[src/rtl/counter_ctrl_pkg.sv]
// Shared encodings for the counter control block: mode values, button
// indices and the command selector used between decode and output registers.
package counter_ctrl_pkg;

    typedef enum logic [1:0] {
        MODE_MANUAL    = 2'd0,
        MODE_AUTO_UP   = 2'd1,
        MODE_AUTO_DOWN = 2'd2
    } mode_e;

    typedef enum logic [1:0] {
        CMD_NONE = 2'd0,
        CMD_INC  = 2'd1,
        CMD_DEC  = 2'd2,
        CMD_RST  = 2'd3
    } cmd_e;

    localparam int NUM_BTN  = 4;
    localparam int BTN_INC  = 0;
    localparam int BTN_DEC  = 1;
    localparam int BTN_MODE = 2;
    localparam int BTN_RST  = 3;

    // Mode rotation; the unused encoding falls back to MANUAL.
    function automatic mode_e next_mode(input mode_e cur);
        case (cur)
            MODE_MANUAL:    next_mode = MODE_AUTO_UP;
            MODE_AUTO_UP:   next_mode = MODE_AUTO_DOWN;
            MODE_AUTO_DOWN: next_mode = MODE_MANUAL;
            default:        next_mode = MODE_MANUAL;
        endcase
    endfunction

endpackage

[src/rtl/counter_ctrl_button_sync_edge.sv]
// Multi-flop synchronizer plus rising-edge detector for a vector of raw
// asynchronous buttons. press is high for one cycle per synced low->high edge.
module button_sync_edge #(
    parameter int SYNC_STAGES = 2,
    parameter int WIDTH       = 4
) (
    input  logic             clk,
    input  logic             rst_n,
    input  logic [WIDTH-1:0] raw,
    output logic [WIDTH-1:0] press
);

    logic [SYNC_STAGES-1:0][WIDTH-1:0] sync_r;
    logic [WIDTH-1:0]                  prev_r;
    logic [WIDTH-1:0]                  synced_s;

    assign synced_s = sync_r[SYNC_STAGES-1];

    // Synchronizer chain and edge history; reset clears history so a held button re-presses.
    always_ff @(posedge clk or negedge rst_n) begin
        if (!rst_n) begin
            sync_r <= {(SYNC_STAGES*WIDTH){1'b0}};
            prev_r <= {WIDTH{1'b0}};
        end else begin
            sync_r <= {sync_r[SYNC_STAGES-2:0], raw};
            prev_r <= synced_s;
        end
    end

    assign press = synced_s & ~prev_r;

endmodule

[src/rtl/counter_ctrl.sv]
// Button-driven counter controller: manual inc/dec/clear commands plus an
// auto-repeat mode that issues one inc or dec per CYCLES_PER_SECOND cycles.
module counter_ctrl
    import counter_ctrl_pkg::*;
#(
    parameter int CYCLES_PER_SECOND = 125_000_000,
    parameter int SYNC_STAGES       = 2
) (
    input  logic       clk,
    input  logic       rst_n,
    input  logic [3:0] buttons,
    output logic       cmd_inc,
    output logic       cmd_dec,
    output logic       cmd_rst,
    output logic [1:0] mode
);

    localparam int TICK_W = (CYCLES_PER_SECOND > 1) ? $clog2(CYCLES_PER_SECOND) : 1;
    localparam logic [TICK_W-1:0] TICK_LAST = TICK_W'(CYCLES_PER_SECOND - 1);

    logic [NUM_BTN-1:0] press_s;
    mode_e              mode_r;
    mode_e              mode_nxt_s;
    logic [TICK_W-1:0]  tick_r;
    logic [TICK_W-1:0]  tick_nxt_s;
    logic               auto_s;
    logic               tick_hit_s;
    logic               manual_s;
    cmd_e               cmd_nxt_s;
    logic               cmd_inc_r;
    logic               cmd_dec_r;
    logic               cmd_rst_r;

    button_sync_edge #(
        .SYNC_STAGES(SYNC_STAGES),
        .WIDTH      (NUM_BTN)
    ) u_btn (
        .clk  (clk),
        .rst_n(rst_n),
        .raw  (buttons),
        .press(press_s)
    );

    assign auto_s     = (mode_r == MODE_AUTO_UP) || (mode_r == MODE_AUTO_DOWN);
    assign tick_hit_s = auto_s && (tick_r == TICK_LAST);
    assign manual_s   = press_s[BTN_INC] | press_s[BTN_DEC] | press_s[BTN_RST];

    // Mode state register.
    always_ff @(posedge clk or negedge rst_n) begin
        if (!rst_n) begin
            mode_r <= MODE_MANUAL;
        end else begin
            mode_r <= mode_nxt_s;
        end
    end

    // Mode next-state: advance only on a mode-button press edge.
    always_comb begin
        mode_nxt_s = mode_r;
        if (press_s[BTN_MODE]) begin
            mode_nxt_s = next_mode(mode_r);
        end else begin
            mode_nxt_s = mode_r;
        end
    end

    // Command decode: manual edges outrank the auto tick, which is dropped on a mode change.
    always_comb begin
        cmd_nxt_s = CMD_NONE;
        if (press_s[BTN_INC]) begin
            cmd_nxt_s = CMD_INC;
        end else if (press_s[BTN_DEC]) begin
            cmd_nxt_s = CMD_DEC;
        end else if (press_s[BTN_RST]) begin
            cmd_nxt_s = CMD_RST;
        end else if (tick_hit_s && !press_s[BTN_MODE]) begin
            case (mode_r)
                MODE_AUTO_UP:   cmd_nxt_s = CMD_INC;
                MODE_AUTO_DOWN: cmd_nxt_s = CMD_DEC;
                default:        cmd_nxt_s = CMD_NONE;
            endcase
        end else begin
            cmd_nxt_s = CMD_NONE;
        end
    end

    // Tick period restarts on any manual command or mode change; idle in MANUAL.
    always_comb begin
        tick_nxt_s = tick_r;
        if (!auto_s || manual_s || press_s[BTN_MODE]) begin
            tick_nxt_s = {TICK_W{1'b0}};
        end else if (tick_hit_s) begin
            tick_nxt_s = {TICK_W{1'b0}};
        end else begin
            tick_nxt_s = tick_r + TICK_W'(1);
        end
    end

    // Tick counter and registered command pulses.
    always_ff @(posedge clk or negedge rst_n) begin
        if (!rst_n) begin
            tick_r    <= {TICK_W{1'b0}};
            cmd_inc_r <= 1'b0;
            cmd_dec_r <= 1'b0;
            cmd_rst_r <= 1'b0;
        end else begin
            tick_r    <= tick_nxt_s;
            cmd_inc_r <= (cmd_nxt_s == CMD_INC);
            cmd_dec_r <= (cmd_nxt_s == CMD_DEC);
            cmd_rst_r <= (cmd_nxt_s == CMD_RST);
        end
    end

    assign cmd_inc = cmd_inc_r;
    assign cmd_dec = cmd_dec_r;
    assign cmd_rst = cmd_rst_r;
    assign mode    = mode_r;

endmodule

[config.mk]
export PLATFORM = sky130hd
export DESIGN_NAME = counter_ctrl
export DESIGN_NICKNAME = d
export VERILOG_FILES = /design/src/rtl/counter_ctrl_pkg.sv /design/src/rtl/counter_ctrl_button_sync_edge.sv /design/src/rtl/counter_ctrl.sv
export SDC_FILE = /design/constraint.sdc
export NUM_CORES = 1
export LEC_CHECK = 0
export ABC_AREA = 1
export ABC_CLOCK_PERIOD_IN_PS = 1870
export BUFFER_PORTS_ARGS = -buffer_cell sky130_fd_sc_hd__buf_2
export CORE_AREA = 5 5 48 91
export CTS_BUF_LIST = sky130_fd_sc_hd__clkbuf_4 sky130_fd_sc_hd__clkbuf_8
export DETAILED_ROUTE_END_ITERATION = 8
export DIE_AREA = 0 0 53 96
export GPL_ROUTABILITY_DRIVEN = 0
export PLACE_DENSITY_LB_ADDON = 0.3
export SLEW_MARGIN = 20
export SYNTH_ARGS = -nofsm -noshare
export SYNTH_HDL_FRONTEND = slang
export SYNTH_SLANG_ARGS = --single-unit
[constraint.sdc]
create_clock -name clk -period 1.87 [get_ports clk]
set_clock_uncertainty 0.1 [all_clocks]
set_input_delay 0.187 -clock clk [delete_from_list [all_inputs] [get_ports clk]]
set_output_delay 0.187 -clock clk [all_outputs]
set_load 0.02 [all_outputs]
# ---- Word level (Yosys, flattened, before mapping)
# Index checks and enable logic that the tools add are counted.
dict set report totals {
  latchBits 0
  out_inout_bits 5
  rom_bits 0
  mem_bits_rw 0
  register_bits 44
  n_memories 0
  wordCells 35
}
dict set report classes {
  add_sub_neg 1
  n_eq_ne 6
  div_mod_pow 0
  reduce_logical 8
  n_mul 0
  shift 0
  muxes 8
  bitwise 4
  magnitude_cmp 0
}
# operator n
set op_table {}
lappend op_table {{27-bit 2-to-1 mux} 2}
lappend op_table {{27-bit by 1-bit adder with 27-bit output (second input constant)} 1}
lappend op_table {{27-bit equality test (second input constant)} 1}
lappend op_table {{2-bit 2-to-1 mux} 4}
lappend op_table {{2-bit one-hot mux with 2 select lines} 2}
lappend op_table {{2-bit equality test (second input constant)} 3}
lappend op_table {{4-bit bitwise AND} 1}
lappend op_table {{2-bit by 1-bit equality test with 1-bit output (second input constant)} 2}
lappend op_table {{4-bit NOT} 1}
lappend op_table {{1-bit logical OR} 3}
lappend op_table {{1-bit logical AND} 2}
lappend op_table {{1-bit logical NOT} 2}
lappend op_table {{2-bit logical NOT} 1}
lappend op_table {{1-bit OR} 2}

# ---- Longest topological paths before layout
dict set report depth {
  word_depth 9
  ltp_mapped 11
  mapped_depth_nobuf 11
}

# ---- By module
# From an unflattened synthesis, not the netlist that was laid out.
dict set report hier_totals {
  cells_unflattened 251
  hier_area_um2 2154.6
}
# module cells_each area_each_um2 seq_area_each_um2 instances
set by_module_without_submodules {}
lappend by_module_without_submodules {counter_ctrl 231 1814.2 800.8 1}
lappend by_module_without_submodules {button_sync_edge 20 340.3 300.3 1}

# ---- Worst setup path before layout
# OpenSTA, ideal clock, no wires.
dict set report synth_timing {
  path_type {register -> register}
  startpoint {register mode_r[0], in the netlist mode[0]}
  endpoint {register tick_r[16]}
  arrival_ns 1.606
  setup_ns 0.086
  period_less_slack_ns 1.792
  stages_incl_launch_ff 11
  t_required_ns 1.684
  slack_ns 0.078
  path_cell_list {dfrtp_1 > inv_1 > ha_1 > nand4_1 > nor2_1 > nand2_1 > inv_1 > nor2_4 > inv_2 > buf_4 > nor3_1}
}
dict set report synth_via {
  elab_chain_cells 6
  word_cells_on_any_way 9
  cone_classes {2 x eq/ne; 2 x mux; 5 x reduce/logical}
}
# element line
set synth_rtl {}
lappend synth_rtl {{start: declaration} counter_ctrl.sv:22} ;# mode_e mode_r;
lappend synth_rtl {{start signal: assignment} counter_ctrl.sv:53} ;# mode_r <= mode_nxt_s;
lappend synth_rtl {{2-bit by 1-bit equality test with 1-bit output / 2-bit equality test (equally long branches)} counter_ctrl.sv:44} ;# assign auto_s = (mode_r == MODE_AUTO_UP) || (mode_r == MODE_AUTO_DOWN);
lappend synth_rtl {{1-bit logical OR *} counter_ctrl.sv:44}
lappend synth_rtl {{1-bit logical NOT} counter_ctrl.sv:90} ;# if (!auto_s || manual_s || press_s[BTN_MODE]) begin
lappend synth_rtl {{1-bit logical OR (2 in a row)} counter_ctrl.sv:90}
lappend synth_rtl {{27-bit 2-to-1 mux *} counter_ctrl.sv:90}
lappend synth_rtl {{via tick_nxt_s[16]} counter_ctrl.sv:25} ;# logic [TICK_W-1:0] tick_nxt_s;
lappend synth_rtl {{end signal: assignment} counter_ctrl.sv:102} ;# tick_r <= {TICK_W{1'b0}};
lappend synth_rtl {{end signal: assignment} counter_ctrl.sv:107} ;# tick_r <= tick_nxt_s;
lappend synth_rtl {{end: declaration} counter_ctrl.sv:24} ;# logic [TICK_W-1:0] tick_r;
# The timed path passes the listed nets; every way through them passes the cells marked *.
# A chain may end at the register's enable or synchronous reset.

# ---- Worst setup path in the final report
dict set report layout_timing {
  startpoint {register mode_r[1], in the netlist mode[1]}
  endpoint {register cmd_dec_r, in the netlist cmd_dec}
}
dict set report layout_via {
  elab_chain_cells 9
  word_cells_on_any_way 11
  cone_classes {3 x eq/ne; 5 x mux; 3 x reduce/logical}
}
# element line
set layout_rtl {}
lappend layout_rtl {{2-bit by 1-bit equality test with 1-bit output / 2-bit equality test (equally long branches)} {counter_ctrl.sv:44, counter_ctrl.sv:77}}
lappend layout_rtl {{1-bit logical OR} counter_ctrl.sv:44}
lappend layout_rtl {{1-bit logical AND} counter_ctrl.sv:45} ;# assign tick_hit_s = auto_s && (tick_r == TICK_LAST);
lappend layout_rtl {{1-bit logical AND} counter_ctrl.sv:76} ;# end else if (tick_hit_s && !press_s[BTN_MODE]) begin
lappend layout_rtl {{2-bit 2-to-1 mux *} counter_ctrl.sv:76}
lappend layout_rtl {{2-bit 2-to-1 mux *} counter_ctrl.sv:74} ;# end else if (press_s[BTN_RST]) begin
lappend layout_rtl {{2-bit 2-to-1 mux *} counter_ctrl.sv:72} ;# end else if (press_s[BTN_DEC]) begin
lappend layout_rtl {{2-bit 2-to-1 mux *} counter_ctrl.sv:70} ;# if (press_s[BTN_INC]) begin
lappend layout_rtl {{2-bit equality test *} counter_ctrl.sv:109} ;# cmd_dec_r <= (cmd_nxt_s == CMD_DEC);
lappend layout_rtl {{end signal: assignment} counter_ctrl.sv:109}
lappend layout_rtl {{end: declaration} counter_ctrl.sv:31} ;# logic cmd_dec_r;
# Every way passes the cells marked *; elsewhere a longest branch is shown, timed or not.

==> flow_summary.ini <==
[job]
drv_cap = 0

[synth]
synth.avg_cell_area_sq_um = 8.77
postSynthCellCount = 243
syn-num-nets = 253
ys_ff_latch = 44
synth_edf_count = 0
syn_area_sq_mm = 0.00213
yosysSeqAreaShare_pct = 51.6
yosysWarningCount = 0
synth.area.top_cells = dfrtp_1 52%, nor2_1 8.1%, nand2_1 7.6%
yosysUniqueCellTypes = 24
synth_common_cells = 46 x nor2_1, 44 x dfrtp_1, 43 x nand2_1
yosysTopAreaCellShare_pct = 51.6
synthArstFlopShare_pct = 100
yosysTopAreaCell = dfrtp_1
synth_ff_type = dfrtp_1
yosysMostFrequentCell = nor2_1

[routing]
vias_per_cell = 5.23
drt_first_pass_iters = 6
wl_microns = 4860
wl_per_cell_microns = 15.1
ant_nets = 0
drc = 0
drtIter0Drc = 56
vias = 1680

[worst_setup_path]
crit_path_top_delay_cell = dfrtp_1
r2r_slack_ns = 0.06
crit_type = reg -> reg
path_cells = inv_1 > ha_4 > nand4_1 > nor2_2 > nand2_1 > inv_2 > nand3_1 > nand2_1 > nand2_1 > nor2_1
cp_num_cells = 10
r2r-end = cmd_dec
cp_common_cell = nand2_1
path_delay_family = simple AND/OR/NAND/NOR gates
r2r_start = mode[1]
ff2ff_path_depth = 10
crit_arrival_ns = 1.94
critPathLaunch = mode[1]
endpoint_kind = register
crit_buf_inv = 2
cp_max_fo = 3
max_stage_delay_ns = 0.37
start_kind = register
crit_required_ns = 2.00

[sta]
finalSetupViolCount = 0
fmax_mhz = 552
tightest_slew_ns = 0.539
final_hold_viol_count = 0
hold_ws_ns = 0.258
fin_crit_sh_pct = 96.8
rsz0062_at_grt = true
slew_violations = 0
slew_headroom_pct = 64.0
fin_crit_ns = 1.81

[placed_design]
dp_hpwl_microns = 3370
port_buffers = 10

[clock_network]
path_clk_slew_ns = 0.08
cts_root_buffer = clkbuf_8
cts_max_path_buffers = 2
cts.sinks = 44
numCtsBuffers = 5
cts_max_level = 2
cts_tree = done
clock_latency_ns = 0.31

[power_and_ir_drop]
ir_worst_vdd_mv = 0.524
power_density_mw_per_mm2 = 909
p_leak_nw = 1.08

[cells_and_area]
drive_gt1_share_pct = 19.1
syn_to_final_growth_pct = 20.0
nets = 281
postLayoutCoreUtil_pct = 70.9
diodes = 0

[die]
start_util_pct = 59.1
num_rows = 31
die_area_sq_mm = 0.00509
coreArea_sq_mm = 0.00361
io_pins = 11
die_y_microns = 96
die_x_microns = 53

[min_path]
min_delay_path_depth = 0
hold_end = u_btn.synced_s[3]
hold_path.startpoint = u_btn.sync_r[3]
hold_class = reg -> reg

[global_route]
grt_max_degree = 45
grt_overflow = 0
grt_pass1_vias = 1739
antenna_found_initial = 0
track_usage_pct = 22.0
grt_pass1_wl_microns = 7910

[outcome]
status = complete, no violations
[where the power goes]
group / switching (mW) / internal (mW) / total (mW)
registers: 0.0269 / 0.989 / 1.02
clock network: 0.328 / 0.668 / 0.995
logic: 0.196 / 0.117 / 0.313
[per-layer routing]
layer  routed length, microns  up-vias  global-route usage [%]
met5                        0        -                       0
met4                      240        0                    14.7
met3                      140       22                    4.03
met2                     2720       41                    39.0
met1                     1760      796                    22.5
li1                         -      821                       -
[metrics by stage]
step / std cells / total power [mW] / setup slack (ns) / cell area (sq um) / TNS [ns]
6_report: 321 / 2.32 / 0.0595 / 2560 / 0
5_1_grt: 321 / 2.41 / -0.0326 / 2560 / -0.0614
4_1_cts: 319 / 2.30 / 0.0330 / 2480 / 0
3_5_place_dp: 304 / 1.29 / 0.0271 / 2260 / 0
3_3_place_gp: 304 / 1.28 / 0.0585 / 2260 / 0
2_1_floorplan: 243 / 1.19 / 0.0784 / 2130 / 0
[logic make-up after synthesis]
group | share of synthesized area [%]
fa+ha+maj | 2.35
compound gates | 3.40
flops | 51.6
buf+inv | 6.16
xor+xnor | 5.34
simple gates | 31.1
[final cells by class]
class | instances | area, sq um
timing repair buffer | 22 | 153
tap | 49 | 61.3
fill | 273 | 1050
inverter | 33 | 124
clock buffer | 5 | 68.8
multi-input combinational | 165 | 960
clock inverter | 3 | 90.1
sequential | 44 | 1100
[repair_timing]
action                                  in CTS  in global routing
setup buffers                                2                  2
hold buffers                                 5                  0
gates resized for setup                      0                 14
pin swaps                                    1                  4
endpoints found under the setup margin       1                 22
endpoints found under the hold margin       48                  0
[placed cells by master (no fill, tap or decap), types with 7 or more instances in the layout]
master   netlist  final
inv_1         32     30
xor2_1        11     11
nor2_1        46     42
nor3_1        14     12
a21oi_1        7      7
buf_4          1      7
nand2_1       43     42
dfrtp_1       44     44
nand3_1        7      7
buf_2          0     10
[state kept, by name, summed over array words and instances, names as in the netlist]
signal	count
cmd_rst	1
u_btn.prev_r	4
tick_r	27
mode	2
u_btn.synced_s	4
cmd_dec	1
u_btn.sync_r	4
cmd_inc	1
[worst max-delay path by stage]
stage | end | slack, ns
after floorplan | tick_r[16] | 0.08
after global placement | tick_r[16] | 0.06
after detailed placement | tick_r[16] | 0.03
after CTS | cmd_dec | 0.03
after global routing | tick_r[26] | -0.03
final | cmd_dec | 0.06
No activity file was read; power rests on OpenSTA's default activity.
